[config.mk]
export PLATFORM = sky130hd
export DESIGN_NAME = capp_cmd_rx_flat
export DESIGN_NICKNAME = d
export VERILOG_FILES = /design/src/rtl/capp_pkg.sv /design/src/rtl/capp_cmd_rx_if.sv /design/src/rtl/capp_cmd_rx.sv /design/src/flat_wrapper.sv
export SDC_FILE = /design/constraint.sdc
export NUM_CORES = 1
export LEC_CHECK = 0
export BUFFER_PORTS_ARGS = -buffer_cell sky130_fd_sc_hd__buf_4
export CORE_ASPECT_RATIO = 1.2
export CORE_MARGIN = 2
export CORE_UTILIZATION = 53
export DETAILED_ROUTE_END_ITERATION = 16
export GPL_ROUTABILITY_DRIVEN = 0
export PLACE_DENSITY = 0.77
export SLEW_MARGIN = 10
export SYNTH_ARGS = -nofsm -noshare
export SYNTH_HDL_FRONTEND = slang
export SYNTH_SLANG_ARGS = --single-unit
[constraint.sdc]
create_clock -name clk_48mhz -period 2.6 [get_ports clk_48mhz]
set_clock_uncertainty 0.2 [all_clocks]
set_input_delay 0.13 -clock clk_48mhz [delete_from_list [all_inputs] [get_ports clk_48mhz]]
set_output_delay 0.13 -clock clk_48mhz [all_outputs]
set_load 0.03 [all_outputs]
[src/rtl/capp_pkg.sv]
// Shared CAPP definitions: host opcodes, whitespace bytes, command receiver state
// encoding and a classifier used by both the receiver and the sequencer.
package capp_pkg;

  localparam int unsigned NUM_BYTES_DEF = 4;

  localparam logic [7:0] OP_SET_COMPARAND = 8'h61;  // 'a'
  localparam logic [7:0] OP_GET_COMPARAND = 8'h62;  // 'b'
  localparam logic [7:0] OP_SET_MASK      = 8'h63;  // 'c'
  localparam logic [7:0] OP_GET_MASK      = 8'h64;  // 'd'
  localparam logic [7:0] OP_WRITE         = 8'h65;  // 'e'
  localparam logic [7:0] OP_READ          = 8'h66;  // 'f'
  localparam logic [7:0] OP_CLEAR         = 8'h67;  // 'g'
  localparam logic [7:0] OP_SET_TAG       = 8'h68;  // 'h'
  localparam logic [7:0] OP_CLR_TAG       = 8'h69;  // 'i'
  localparam logic [7:0] OP_STATUS        = 8'h6A;  // 'j'
  localparam logic [7:0] OP_SEARCH        = 8'h6B;  // 'k'

  localparam logic [7:0] CH_LF = 8'h0A;
  localparam logic [7:0] CH_CR = 8'h0D;
  localparam logic [7:0] CH_SP = 8'h20;

  typedef enum logic [1:0] {
    WAIT_OP   = 2'd0,
    WAIT_DATA = 2'd1,
    HOLD      = 2'd2
  } cmd_rx_state_t;

  typedef enum logic [1:0] {
    OPC_PAYLOAD,
    OPC_PLAIN,
    OPC_IGNORE,
    OPC_BAD
  } op_class_t;

  function automatic op_class_t classify_op(input logic [7:0] b);
    op_class_t c;
    case (b)
      OP_SET_COMPARAND, OP_SET_MASK:                  c = OPC_PAYLOAD;
      OP_GET_COMPARAND, OP_GET_MASK, OP_WRITE, OP_READ,
      OP_CLEAR, OP_SET_TAG, OP_CLR_TAG, OP_STATUS,
      OP_SEARCH:                                      c = OPC_PLAIN;
      CH_LF, CH_CR, CH_SP:                            c = OPC_IGNORE;
      default:                                        c = OPC_BAD;
    endcase
    return c;
  endfunction

endpackage

[src/rtl/capp_cmd_rx_if.sv]
// Byte-stream input, command output and error reporting of capp_cmd_rx.
// master = receiver side, slave = host/sequencer side.
interface capp_cmd_rx_if #(
  parameter int unsigned NUM_BYTES = capp_pkg::NUM_BYTES_DEF
);
  logic [7:0]             uart_out_data;
  logic                   uart_out_valid;
  logic                   uart_out_ready;
  logic [7:0]             cmd_op;
  logic [8*NUM_BYTES-1:0] cmd_word;
  logic                   cmd_valid;
  logic                   cmd_ready;
  logic                   err_pulse;
  logic [7:0]             err_cnt;

  modport master (
    input  uart_out_data, uart_out_valid, cmd_ready,
    output uart_out_ready, cmd_op, cmd_word, cmd_valid, err_pulse, err_cnt
  );

  modport slave (
    output uart_out_data, uart_out_valid, cmd_ready,
    input  uart_out_ready, cmd_op, cmd_word, cmd_valid, err_pulse, err_cnt
  );
endinterface

[src/rtl/capp_cmd_rx.sv]
// CAPP command receiver: decodes host opcodes, assembles little-endian payloads.
// Define CAPP_CMD_RX_TIMEOUT_EN to enable the inter-byte timeout abort.
module capp_cmd_rx
  import capp_pkg::*;
#(
  parameter int unsigned NUM_BYTES      = NUM_BYTES_DEF,
  parameter int unsigned TIMEOUT_CYCLES = 48000
) (
  input logic           clk_48mhz,
  input logic           reset_n,
  capp_cmd_rx_if.master bus
);
  localparam int unsigned NUM_BITS = 8 * NUM_BYTES;
  localparam int unsigned IDX_W    = (NUM_BYTES > 1) ? $clog2(NUM_BYTES) : 1;
  localparam logic [IDX_W-1:0] IDX_LAST = IDX_W'(NUM_BYTES - 1);

  if (TIMEOUT_CYCLES < 2 || TIMEOUT_CYCLES > 24'hFFFFFF) begin : g_bad_timeout
    $error("capp_cmd_rx: TIMEOUT_CYCLES out of range");
  end

  cmd_rx_state_t       state_q, state_d;
  logic [7:0]          op_q, op_d;
  logic [NUM_BITS-1:0] word_q, word_d;
  logic [IDX_W-1:0]    idx_q, idx_d;
  logic                rdy_q, rdy_d;
  logic                err_q, err_d;
  logic [7:0]          cnt_q, cnt_d;
  logic                accept;
  logic                timeout;

  assign accept = bus.uart_out_valid && rdy_q;

`ifdef CAPP_CMD_RX_TIMEOUT_EN
  localparam int unsigned TMR_W = 24;
  localparam logic [TMR_W-1:0] TMR_LAST = TMR_W'(TIMEOUT_CYCLES - 1);

  logic [TMR_W-1:0] tmr_q, tmr_d;

  // Abort fires on the idle cycle that would bring the count to TIMEOUT_CYCLES;
  // an accepted byte in that cycle takes priority.
  assign timeout = (state_q == WAIT_DATA) && !accept && (tmr_q == TMR_LAST);

  always_comb begin
    tmr_d = tmr_q + 1'b1;
    if (state_q != WAIT_DATA || accept || timeout) tmr_d = '0;
  end

  always_ff @(posedge clk_48mhz or negedge reset_n) begin
    if (!reset_n) tmr_q <= '0;
    else          tmr_q <= tmr_d;
  end
`else
  assign timeout = 1'b0;
`endif

  always_comb begin
    state_d = state_q;
    op_d    = op_q;
    word_d  = word_q;
    idx_d   = idx_q;
    err_d   = 1'b0;
    cnt_d   = cnt_q;
    unique case (state_q)
      WAIT_OP: begin
        if (accept) begin
          unique case (classify_op(bus.uart_out_data))
            OPC_PAYLOAD: begin
              op_d    = bus.uart_out_data;
              word_d  = '0;
              idx_d   = '0;
              state_d = WAIT_DATA;
            end
            OPC_PLAIN: begin
              op_d    = bus.uart_out_data;
              word_d  = '0;
              state_d = HOLD;
            end
            OPC_BAD:    err_d = 1'b1;
            OPC_IGNORE: ;
          endcase
        end
      end
      WAIT_DATA: begin
        if (accept) begin
          word_d[8*idx_q +: 8] = bus.uart_out_data;
          idx_d                = idx_q + 1'b1;
          if (idx_q == IDX_LAST) begin
            idx_d   = '0;
            state_d = HOLD;
          end
        end else if (timeout) begin
          word_d  = '0;
          idx_d   = '0;
          err_d   = 1'b1;
          state_d = WAIT_OP;
        end
      end
      HOLD: begin
        if (bus.cmd_ready) state_d = WAIT_OP;
      end
      default: state_d = WAIT_OP;
    endcase
    if (err_d && cnt_q != 8'hFF) cnt_d = cnt_q + 1'b1;
    rdy_d = (state_d != HOLD);
  end

  always_ff @(posedge clk_48mhz or negedge reset_n) begin
    if (!reset_n) begin
      state_q <= WAIT_OP;
      op_q    <= '0;
      word_q  <= '0;
      idx_q   <= '0;
      rdy_q   <= 1'b0;
      err_q   <= 1'b0;
      cnt_q   <= '0;
    end else begin
      state_q <= state_d;
      op_q    <= op_d;
      word_q  <= word_d;
      idx_q   <= idx_d;
      rdy_q   <= rdy_d;
      err_q   <= err_d;
      cnt_q   <= cnt_d;
    end
  end

  assign bus.uart_out_ready = rdy_q;
  assign bus.cmd_valid      = (state_q == HOLD);
  assign bus.cmd_op         = op_q;
  assign bus.cmd_word       = word_q;
  assign bus.err_pulse      = err_q;
  assign bus.err_cnt        = cnt_q;

endmodule

[src/flat_wrapper.sv]
// flat-port wrapper written by rule: the top's interface ports become plain ports
module capp_cmd_rx_flat import capp_pkg::*;
#(
  parameter int unsigned NUM_BYTES      = NUM_BYTES_DEF,
  parameter int unsigned TIMEOUT_CYCLES = 48000
)
  (clk_48mhz, reset_n, bus_uart_out_data, bus_uart_out_valid, bus_cmd_ready, bus_uart_out_ready, bus_cmd_op, bus_cmd_word, bus_cmd_valid, bus_err_pulse, bus_err_cnt);
  capp_cmd_rx_if #(.NUM_BYTES(NUM_BYTES)) bus_i ();
  input logic clk_48mhz;
  input logic reset_n;
  input wire logic [$bits(bus_i.uart_out_data)-1:0] bus_uart_out_data;
  input wire logic [$bits(bus_i.uart_out_valid)-1:0] bus_uart_out_valid;
  input wire logic [$bits(bus_i.cmd_ready)-1:0] bus_cmd_ready;
  output wire logic [$bits(bus_i.uart_out_ready)-1:0] bus_uart_out_ready;
  output wire logic [$bits(bus_i.cmd_op)-1:0] bus_cmd_op;
  output wire logic [$bits(bus_i.cmd_word)-1:0] bus_cmd_word;
  output wire logic [$bits(bus_i.cmd_valid)-1:0] bus_cmd_valid;
  output wire logic [$bits(bus_i.err_pulse)-1:0] bus_err_pulse;
  output wire logic [$bits(bus_i.err_cnt)-1:0] bus_err_cnt;
  assign bus_i.uart_out_data = bus_uart_out_data;
  assign bus_i.uart_out_valid = bus_uart_out_valid;
  assign bus_i.cmd_ready = bus_cmd_ready;
  assign bus_uart_out_ready = bus_i.uart_out_ready;
  assign bus_cmd_op = bus_i.cmd_op;
  assign bus_cmd_word = bus_i.cmd_word;
  assign bus_cmd_valid = bus_i.cmd_valid;
  assign bus_err_pulse = bus_i.err_pulse;
  assign bus_err_cnt = bus_i.err_cnt;
  capp_cmd_rx #(.NUM_BYTES(NUM_BYTES), .TIMEOUT_CYCLES(TIMEOUT_CYCLES)) u_core (.clk_48mhz(clk_48mhz), .reset_n(reset_n), .bus(bus_i));
endmodule
==> results.py <==
metrics = {
    "timing": {
        "finalSetupViolations": 0,
        "slew_headroom_pct": 54.51,
        "slew_viol_final": 0,
        "timing.setup.tns_ns": 0,
        "worstMarginPinSlew_ns": 0.6823,
        "rsz0062_at_grt": "false",
        "final_hold_viol_count": 0,
        "fin_crit_sh_pct": 86.53,
        "fmax_mhz": 444.5,
        "post-route-min-period_ns": 2.250,
    },
    "layout": {
        "layout.nets": 333,
        "antennaDiodeCount": 0,
        "drive_gt1_share_pct": 26.58,
        "utilization_pct": 71.47,
        "fin_cells": 374,
        "finalInstanceArea_um2": 3332,
        "syn_to_final_growth_pct": 28.40,
    },
    "cts": {
        "cts_tree": "yes",
        "cts_max_level": 2,
        "cts.path.max_buffers": 2,
        "cts.sinks": 54,
        "postCtsSetupRepairBufs": 0,
        "cts_buffers": 5,
        "clk_pin_slew_ns": 0.10,
        "clock_latency_ns": 0.30,
        "clockRootBuffer": "clkbuf_8",
    },
    "worst_hold_path": {
        "worstHoldPathType": "input pin to register",
    },
    "yosys": {
        "synth_area_um2": 2595,
        "synth.cells.most_frequent": "54 x dfrtp_1, 44 x nand2_1, 29 x inv_1, 25 x mux2i_1, 8 x a22o_1",
        "ys_warn_count": 0,
        "synth_seq_cells": 54,
        "synth-seq-area-share_pct": 52.07,
        "postSynthCellCount": 240,
        "syn_nets": 258,
        "async_flop_share_pct": 100.0,
        "synth_edf_count": 0,
        "postSynthAreaPerCell_um2": 10.81,
        "synth_area_leader_cell": "dfrtp_1",
        "ys_top_cells_by_area": "dfrtp_1 52%, mux2i_1 9.6%, nand2_1 6.4%",
        "synth_cell_types": 45,
        "synth_top_area_share_pct": 52.07,
        "synth_flop_cell": "dfrtp_1",
        "synth_most_common_cell": "dfrtp_1",
    },
    "setup_path": {
        "crit_type": "register to register",
        "critical_path.endpoint": "u_core.bus.cmd_word[24]$_DFFE_PN0P_",
        "startpoint_type": "register",
        "r2r_slack_ns": 0.35,
        "worstReg2RegEnd": "u_core.bus.cmd_word[24]$_DFFE_PN0P_",
        "critPathMaxFanout": 8,
        "required_ns": 2.63,
        "critPathCaptureType": "register",
        "r2r_start": "u_core.idx_q[0]$_DFFE_PN0P_",
        "crit_arrival_ns": 2.28,
        "r2r_cells": 6,
        "crit_start": "u_core.idx_q[0]$_DFFE_PN0P_",
    },
    "drt": {
        "dr.first_iter.drc_count": 163,
        "wire_per_inst_um": 15.24,
        "ant_nets": 0,
        "vias": 1989,
        "first_pass_iters": 4,
        "finalWirelength_um": 5700,
        "via_per_inst": 5.318,
        "drc": 0,
    },
    "global_route": {
        "grt_pass1_wl_um": 9232,
        "grt_max_degree": 55,
        "antenna_found_initial": 0,
        "grt_pass1_vias": 1935,
        "overflow": 0,
        "grt.total_usage_pct": 22.67,
    },
    "power_and_ir_drop": {
        "p_per_area_nw_per_um2": 913.8,
        "swShare_pct": 39.64,
        "internal-power_w": 0.001838,
        "p_comb_share_pct": 41.3,
        "ir_drop_uv": 721.0,
        "pwr-share-seq_pct": 40.6,
        "p_sw_w": 0.001207,
        "finalPower_w": 0.003045,
        "p_clk_share_pct": 18.2,
        "p_leak_nw": 1.746,
    },
    "placement": {
        "postPlaceCellArea_um2": 3123,
        "dp.cells": 356,
        "io_buffers": 62,
        "hpwl_um": 3959,
    },
    "die": {
        "core-area_um2": 4662,
        "io_pins": 63,
        "die_area_um2": 5474,
        "dieHeight_um": 80.65,
        "rows": 27,
        "die_w_um": 67.88,
        "start_util_pct": 55.66,
    },
    "run_status": {
        "status": "finished clean",
    },
    "job": {
        "max-cap-violations": 0,
    },
}
==> worst max-delay path: stages, from the launching register on <==
cell     delay (ns)
dfrtp_1        0.47
inv_1          0.12
ha_1           0.26
or3_1          0.39
nor3b_2        0.48
nand2_1        0.10
mux2i_1        0.15
==> power by group through the flow <==
stage	Clock, W	Combinational (W)	Sequential (W)
2_1_floorplan	0	0.000351	0.00166
3_3_place_gp	0	0.00122	0.00125
3_5_place_dp	0	0.00125	0.00125
4_1_cts	0.000564	0.00127	0.00124
5_1_grt	0.000604	0.00135	0.00127
6_report	0.000553	0.00126	0.00124
==> registers in the layout (all words and copies together), names as in the netlist <==
register / count
u_core.bus.cmd_op: 8
u_core.bus.cmd_word: 32
u_core.bus.err_pulse: 1
u_core.state_q: 2
u_core.bus.err_cnt: 8
u_core.bus.uart_out_ready: 1
u_core.idx_q: 2
==> metrics by stage <==
stage | hold WS [ns] | setup slack [ns]
floorplan | -0.3656 | 0.4147
global placement | 0.01476 | 0.4405
detailed placement | 0.01593 | 0.3451
CTS | 0.04724 | 0.3230
global route | 0.06989 | 0.1353
finish | 0.06385 | 0.3501
==> layer usage <==
metal	GRT usage, %	wire [um]	vias to the layer above
met1	28.94	2436	972
met4	8.600	110	0
met3	3.782	250	8
li1	-	-	960
met2	38.04	2903	49
met5	0	0	-
==> final cells by class <==
| type | instances | area, um^2 |
|---|---|---|
| clock inverter | 3 | 40.04 |
| clock buffer | 5 | 68.82 |
| sequential | 54 | 1351 |
| fill | 347 | 1330 |
| inverter | 29 | 108.9 |
| timing repair buffer | 75 | 588.1 |
| tap | 58 | 72.57 |
| multi-input combinational | 150 | 1102 |
==> worst min path at each step <==
| stage | start | endpoint | slack [ns] | depth (start not counted) |
|---|---|---|---|---|
| finish | bus_cmd_ready | u_core.state_q[1]$_DFF_PN0_ | 0.06 | 4 |
| global route | bus_cmd_ready | u_core.state_q[1]$_DFF_PN0_ | 0.07 | 4 |
| CTS | bus_cmd_ready | u_core.state_q[1]$_DFF_PN0_ | 0.05 | 4 |
| detailed placement | reset_n | u_core.bus.cmd_word[6]$_DFFE_PN0P_ | 0.02 | 1 |
| global placement | reset_n | u_core.bus.cmd_word[25]$_DFFE_PN0P_ | 0.01 | 1 |
| floorplan | reset_n | u_core.bus.cmd_op[0]$_DFFE_PN0P_ | -0.37 | 0 |
==> logic make-up after synthesis <==
logic type	synth area share (%)
compound gates	8.245
xor+xnor	1.687
fa+ha+maj	2.893
buf+inv	5.448
flops	52.07
mux	10.51
simple gates	19.14
==> layout by cell type (no fill, tap or decap), types with 2 or more instances in the layout <==
cell and n:
mux2i_1 25, or3_1 2, nand3_1 6, xnor2_1 4, a22o_1 8, buf_4 65, nor4_1 2, and3b_1 2
a31oi_4 3, nand2b_1 4, clkinv_2 2, nor3_1 4, and3_1 4, and2_1 2, inv_1 29, dfrtp_1 54
clkbuf_8 5, ha_1 6, nor2_1 5, nand3b_1 2, nand2_1 44, nor3_4 2, o21ai_0 2, dlygate4sd3_1 10
a31oi_1 2
==> timing repair <==
item / 4_1_cts / 5_1_grt
resized for setup: 0 / 0
hold endpoints to repair: 92 / 0
endpoints found under the setup margin: 0 / 0
hold buffers: 10 / 0
Power figures use the tool's default switching activity.
